===== src/rtl/fc_requant_pipe.sv =====
// Four-stage requantization pipeline for fully-connected layer outputs:
// bias add + ReLU, fixed-point multiply, rounding shift, zero-point add + narrowing.
module fc_requant_pipe #(
    parameter bit SATURATE = 1'b0
) (
    input  logic        i_clk,
    input  logic        i_rst,
    input  logic        i_cfg_load,
    input  logic [31:0] i_quant_mult,
    input  logic [31:0] i_quant_shift,
    input  logic [7:0]  i_output_zp,
    input  logic        i_relu_en,
    input  logic [9:0]  i_neuron_count,
    input  logic        i_acc_valid,
    output logic        o_acc_ready,
    input  logic [31:0] i_acc,
    input  logic [31:0] i_bias,
    output logic        o_out_valid,
    input  logic        i_out_ready,
    output logic [7:0]  o_out,
    output logic        o_out_last,
    output logic        o_busy,
    output logic        o_layer_done
);

    // layer configuration
    logic signed [31:0] quant_mult_q, quant_mult_d;
    logic [5:0]         total_shift_q, total_shift_d;
    logic [7:0]         output_zp_q, output_zp_d;
    logic               relu_en_q, relu_en_d;
    logic [9:0]         neuron_count_q, neuron_count_d;

    // pipeline stages
    logic               s1_valid_q, s1_valid_d;
    logic signed [31:0] s1_data_q, s1_data_d;
    logic               s2_valid_q, s2_valid_d;
    logic signed [63:0] s2_prod_q, s2_prod_d;
    logic               s3_valid_q, s3_valid_d;
    logic signed [63:0] s3_sh_q, s3_sh_d;
    logic               out_valid_q, out_valid_d;
    logic [7:0]         out_q, out_d;

    logic [9:0]         count_q, count_d;
    logic               layer_done_q, layer_done_d;

    logic               stall, in_xfer, out_xfer, last, busy;
    logic signed [32:0] ts_full;
    logic signed [31:0] sum32, relu32;
    logic signed [63:0] prod64, rounded, sh64, zp_ext, res64;
    logic [63:0]        round64;
    logic [5:0]         shift_m1;
    logic [7:0]         out_sat;

    always_comb begin
        stall    = out_valid_q && !i_out_ready;
        in_xfer  = i_acc_valid && !stall;
        out_xfer = out_valid_q && i_out_ready;
        // neuron_count of 0 wraps to 1023 here, i.e. a 1024-output layer
        last     = out_valid_q && (count_q == neuron_count_q - 10'd1);
        busy     = s1_valid_q || s2_valid_q || s3_valid_q || out_valid_q || (count_q != 10'd0);

        ts_full  = 33'sd31 - $signed({i_quant_shift[31], i_quant_shift});

        sum32    = $signed(i_acc) + $signed(i_bias);
        relu32   = (relu_en_q && sum32[31]) ? 32'sd0 : sum32;

        prod64   = s1_data_q * quant_mult_q;

        shift_m1 = total_shift_q - 6'd1;
        round64  = 64'd1 << shift_m1;
        rounded  = s2_prod_q + $signed(round64);
        sh64     = rounded >>> total_shift_q;

        zp_ext   = {{56{output_zp_q[7]}}, output_zp_q};
        res64    = s3_sh_q + zp_ext;
        if (res64 > 64'sd127) begin
            out_sat = 8'h7F;
        end else if (res64 < -64'sd128) begin
            out_sat = 8'h80;
        end else begin
            out_sat = res64[7:0];
        end
    end

    always_comb begin
        quant_mult_d   = quant_mult_q;
        total_shift_d  = total_shift_q;
        output_zp_d    = output_zp_q;
        relu_en_d      = relu_en_q;
        neuron_count_d = neuron_count_q;
        s1_valid_d     = s1_valid_q;
        s1_data_d      = s1_data_q;
        s2_valid_d     = s2_valid_q;
        s2_prod_d      = s2_prod_q;
        s3_valid_d     = s3_valid_q;
        s3_sh_d        = s3_sh_q;
        out_valid_d    = out_valid_q;
        out_d          = out_q;
        count_d        = count_q;
        layer_done_d   = out_xfer && last;

        if (i_cfg_load && !busy) begin
            quant_mult_d   = $signed(i_quant_mult);
            output_zp_d    = i_output_zp;
            relu_en_d      = i_relu_en;
            neuron_count_d = i_neuron_count;
            if (ts_full < 33'sd1) begin
                total_shift_d = 6'd1;
            end else if (ts_full > 33'sd62) begin
                total_shift_d = 6'd62;
            end else begin
                total_shift_d = ts_full[5:0];
            end
        end

        // a single global stall freezes every stage so ordering is trivially kept
        if (!stall) begin
            s1_valid_d  = in_xfer;
            s1_data_d   = relu32;
            s2_valid_d  = s1_valid_q;
            s2_prod_d   = prod64;
            s3_valid_d  = s2_valid_q;
            s3_sh_d     = sh64;
            out_valid_d = s3_valid_q;
            out_d       = SATURATE ? out_sat : res64[7:0];
        end

        if (out_xfer) begin
            count_d = last ? 10'd0 : count_q + 10'd1;
        end
    end

    always_ff @(posedge i_clk) begin
        if (i_rst) begin
            quant_mult_q   <= '0;
            total_shift_q  <= 6'd31;
            output_zp_q    <= '0;
            relu_en_q      <= 1'b1;
            neuron_count_q <= '0;
            s1_valid_q     <= 1'b0;
            s1_data_q      <= '0;
            s2_valid_q     <= 1'b0;
            s2_prod_q      <= '0;
            s3_valid_q     <= 1'b0;
            s3_sh_q        <= '0;
            out_valid_q    <= 1'b0;
            out_q          <= '0;
            count_q        <= '0;
            layer_done_q   <= 1'b0;
        end else begin
            quant_mult_q   <= quant_mult_d;
            total_shift_q  <= total_shift_d;
            output_zp_q    <= output_zp_d;
            relu_en_q      <= relu_en_d;
            neuron_count_q <= neuron_count_d;
            s1_valid_q     <= s1_valid_d;
            s1_data_q      <= s1_data_d;
            s2_valid_q     <= s2_valid_d;
            s2_prod_q      <= s2_prod_d;
            s3_valid_q     <= s3_valid_d;
            s3_sh_q        <= s3_sh_d;
            out_valid_q    <= out_valid_d;
            out_q          <= out_d;
            count_q        <= count_d;
            layer_done_q   <= layer_done_d;
        end
    end

    assign o_acc_ready  = !stall;
    assign o_out_valid  = out_valid_q;
    assign o_out        = out_q;
    assign o_out_last   = last;
    assign o_busy       = busy;
    assign o_layer_done = layer_done_q;

endmodule


===== config.mk =====
export PLATFORM = sky130hd
export DESIGN_NAME = fc_requant_pipe
export DESIGN_NICKNAME = d
export VERILOG_FILES = /design/src/rtl/fc_requant_pipe.sv
export SDC_FILE = /design/constraint.sdc
export NUM_CORES = 2
export LEC_CHECK = 0
export CAP_MARGIN = 20
export CORE_MARGIN = 2
export CORE_UTILIZATION = 59
export CTS_CLUSTER_SIZE = 8
export DETAILED_ROUTE_END_ITERATION = 8
export PLACE_DENSITY = 0.86
export SKIP_LAST_GASP = 1
export SLEW_MARGIN = 20
export SYNTH_ARGS = -nofsm -noshare
export SYNTH_HDL_FRONTEND = slang
export SYNTH_SLANG_ARGS = --single-unit

===== constraint.sdc =====
create_clock -name i_clk -period 8.5 [get_ports i_clk]
set_input_delay 1.275 -clock i_clk [delete_from_list [all_inputs] [get_ports i_clk]]
set_output_delay 1.275 -clock i_clk [all_outputs]
set_load 0.02 [all_outputs]

==> flow_metrics.tcl <==
set metrics [dict create \
    worstPathArrival_ns 8.70 \
    hold_viol 0 \
    syn_nets 7763 \
    grt_start_max_net_pins 68 \
    critical-path-slowest-cell "dfxtp_1" \
    ys_warn_count 0 \
    max_clock_freq_ghz 0.121 \
    layout_common_cells "fa_1, inv_1, nand2_1, and2_1, a21oi_1" \
    clk_pin_slew_worst_paths_ns 0.10 \
    layout.nets 7777 \
    grt_overflow 0 \
    numCtsBuffers 17 \
    die-area_mm2 0.0923 \
    io-pin-count 165 \
    rows 109 \
    startpoint "s1_data_q[4]" \
    powerDensity_mw_per_mm2 118 \
    drv_slew 0 \
    cts_max_path_buffers 2 \
    drc 0 \
    fin_worst_skew_ns 0.0283 \
    worst_slack_ns 0.237 \
    setup_violations 0 \
    cp.depth 29 \
    antennaDiodeCount 0 \
    fillers 6969 \
    crit_end "s2_prod_q[59]" \
    rrSetupSlack_ns 0.24 \
    hold_class "register to register" \
    final_common_cell "fa_1" \
    htree_levels 4 \
    crit_top_cell "fa_1" \
    ys_ff_latch 184 \
    yosysUniqueCellTypes 107 \
    clk_latency_ns 0.53 \
    utilization 0.640 \
    power_mw 6.69 \
    fin_crit_ns 8.26 \
    finalSetupTns_ns 0 \
    drv_cap 0 \
    antenna_found_initial 0 \
    ys_async_sr_fraction 0 \
    cts-root-buf "clkbuf_16" \
    holdBufCountCts 0 \
    drt_first_iter_violations 4407 \
    start_kind "register" \
    cts_tree "built" \
    drt_first_pass_iters 6 \
    wl_mm 156 \
    rsz0062_at_grt "no" \
    path_delay_family "adder cells" \
    slew_headroom 0.251 \
    vias 45100 \
    drive_gt1_frac 0.0517 \
    ir_worst_vdd_mv 0.199 \
    place.detailed.hpwl_mm 127 \
    multi_input_area_mm2 0.0440 \
    cts.sinks 184 \
    netlist_area_mm2 0.0531 \
    run_status "finished clean" \
    regToRegStartpoint "s1_data_q[4]" \
    place_congestion 0.981 \
    cp.required_ns 8.94 \
    path_buf_inv 7 \
    first_global_vias 47600 \
    fp.dieW_um 304 \
    p_leak_nw 27.1 \
    area_growth_pct 7.10 \
    start_util 0.598 \
    port-buffer-count 164 \
    syn_inst 6235 \
    wl_per_cell_um 21.0 \
    seqCellArea_mm2 0.00371 \
    crit_type "register to register" \
    rr_endpoint "s2_prod_q[59]" \
    synth_sequential_area_ratio 0.0694 \
    holdWs_ns 0.459 \
    die_y_um 304 \
    synth_edf_count 0 \
    pre_cts_ws_ns 0.121 \
    reg2reg_depth 29 \
    viasPerCell 6.07 \
    grt_pass1_wl_mm 251 \
    ys.flop_type "dfxtp_1" \
    grtUsageTotal 0.342 \
    end_kind "register" \
    crit_path_max_fanout 12 \
    max_stage_delay_ns 0.66 \
    coreArea_mm2 0.0888 \
    ant_nets 0 \
    syn_avg_cell_area_um2 8.51 \
    tightest_slew_ns 1.09 \
    finalCritPeriodShare 0.972 \
]
[cells by family (layout without fill, tap and decap cells)]
logic type / count (synthesis) / after routing / synth area share
xor+xnor: 166 / 166 / 0.0274
fa+ha+maj: 1377 / 1377 / 0.478
flops: 184 / 184 / 0.0694
mux: 54 / 54 / 0.0136
simple gates: 2066 / 2066 / 0.187
buf+inv: 1402 / 1429 / 0.101
compound gates: 986 / 986 / 0.123
[sequential cells by signal, summed over array words and instances (netlist names)]
register,count
s2_prod_q,64
quant_mult_q,32
s1_data_q,32
count_q,10
neuron_count_q,10
o_out,8
output_zp_q,8
s3_sh_q,8
total_shift_q,6
o_layer_done,1
o_out_valid,1
relu_en_q,1
s1_valid_q,1
s2_valid_q,1
s3_valid_q,1
[Yosys cell counts (9+ instances only)]
master     number  area, um^2
buf_1          15        56.3
fa_1         1085       21700
xnor2_1       106         928
xor2_1         60         526
a21o_1         86         646
o21ai_1        15        75.1
o2111ai_1      17         149
and3_1         28         175
a211oi_1       51         383
o21a_1         30         225
a21oi_1       317        1590
buf_2          24         120
buf_4           9        67.6
mux2_2         13         146
o221ai_1        9        78.8
o21bai_1       30         225
nand4_1        48         300
ha_1          291        3640
inv_1        1047        3930
nand3_1        71         355
nand2_1       889        3340
dfxtp_1       184        3680
and2_1        524        3280
nor2_1        279        1050
o21ai_0       150         751
or4_1          12        90.1
nor4_1         16         100
or3_1          20         125
a31oi_1        31         194
a2111oi_0      12         105
o31ai_1        17         128
o211ai_1       33         248
nor2b_1        22         138
nor3_1         73         365
mux4_2         12         270
or2_2          11        68.8
a311oi_1        9        78.8
nand2b_1       31         194
clkbuf_1      296        1110
mux2i_1        28         280
a21boi_0       11        82.6
a211o_1        15         131
a22o_1         35         307
[repair_timing]
item | in CTS | in global routing
buffers inserted | 0 | 0
resized for setup | 0 | 25
setup endpoints to repair | 0 | 16
[layout make-up]
class                           instances  share of cell area
Timing Repair Buffer                  347              0.0544
Tap cell                             1165              0.0257
Inverter                             1050              0.0694
Clock inverter                         13             0.00269
Clock buffer                           19             0.00780
Multi-Input combinational cell       4649               0.775
Sequential cell                       184              0.0652
[worst reg2reg max path: cells and delay by family (launching register included)]
kind | cells | cell delay [ns]
xor+xnor | 1 | 0.12
simple gates | 2 | 0.32
compound gates | 10 | 2.25
fa+ha+maj | 9 | 3.91
flops | 1 | 0.66
buf+inv | 7 | 0.93
[through the flow]
step | instance area, um^2 | cells
3_5_place_dp | 56200 | 7394
3_3_place_gp | 56200 | 7394
6_report | 56800 | 7427
4_1_cts | 56800 | 7426
2_1_floorplan | 53100 | 6235
5_1_grt | 56800 | 7427
[routing by layer]
| layer | part of all wire | GRT usage | up-vias |
|---|---|---|---|
| met2 | 0.48 | 0.577 | 2571 |
| met1 | 0.38 | 0.432 | 22300 |
| li1 | - | - | 19700 |
| met4 | 0.042 | 0.133 | 0 |
| met5 | 0 | 0 | - |
| met3 | 0.097 | 0.0712 | 477 |
[worst min-delay path by stage]
stage | from | end | slack (ns) | cells after the start
global route | output_zp_q[5] | output_zp_q[5] | 0.49 | 2
finish | o_out[4] | o_out[4] | 0.46 | 2
detailed placement | s2_prod_q[36] | s2_prod_q[36] | 0.45 | 2
CTS | s2_prod_q[36] | s2_prod_q[36] | 0.46 | 2
global placement | o_out[6] | o_out[6] | 0.44 | 2
floorplan | s2_prod_q[24] | s2_prod_q[24] | 0.43 | 2
[power by group]
group / internal, mW / switching (mW) / total, mW / leakage, nW
registers: 1.01 / 0.179 / 1.19 / 1.52
logic: 1.84 / 2.78 / 4.62 / 25.2
clock network: 0.427 / 0.458 / 0.885 / 0.294
total: 3.28 / 3.41 / 6.69 / 27.1
Power figures use the tool's default switching activity.
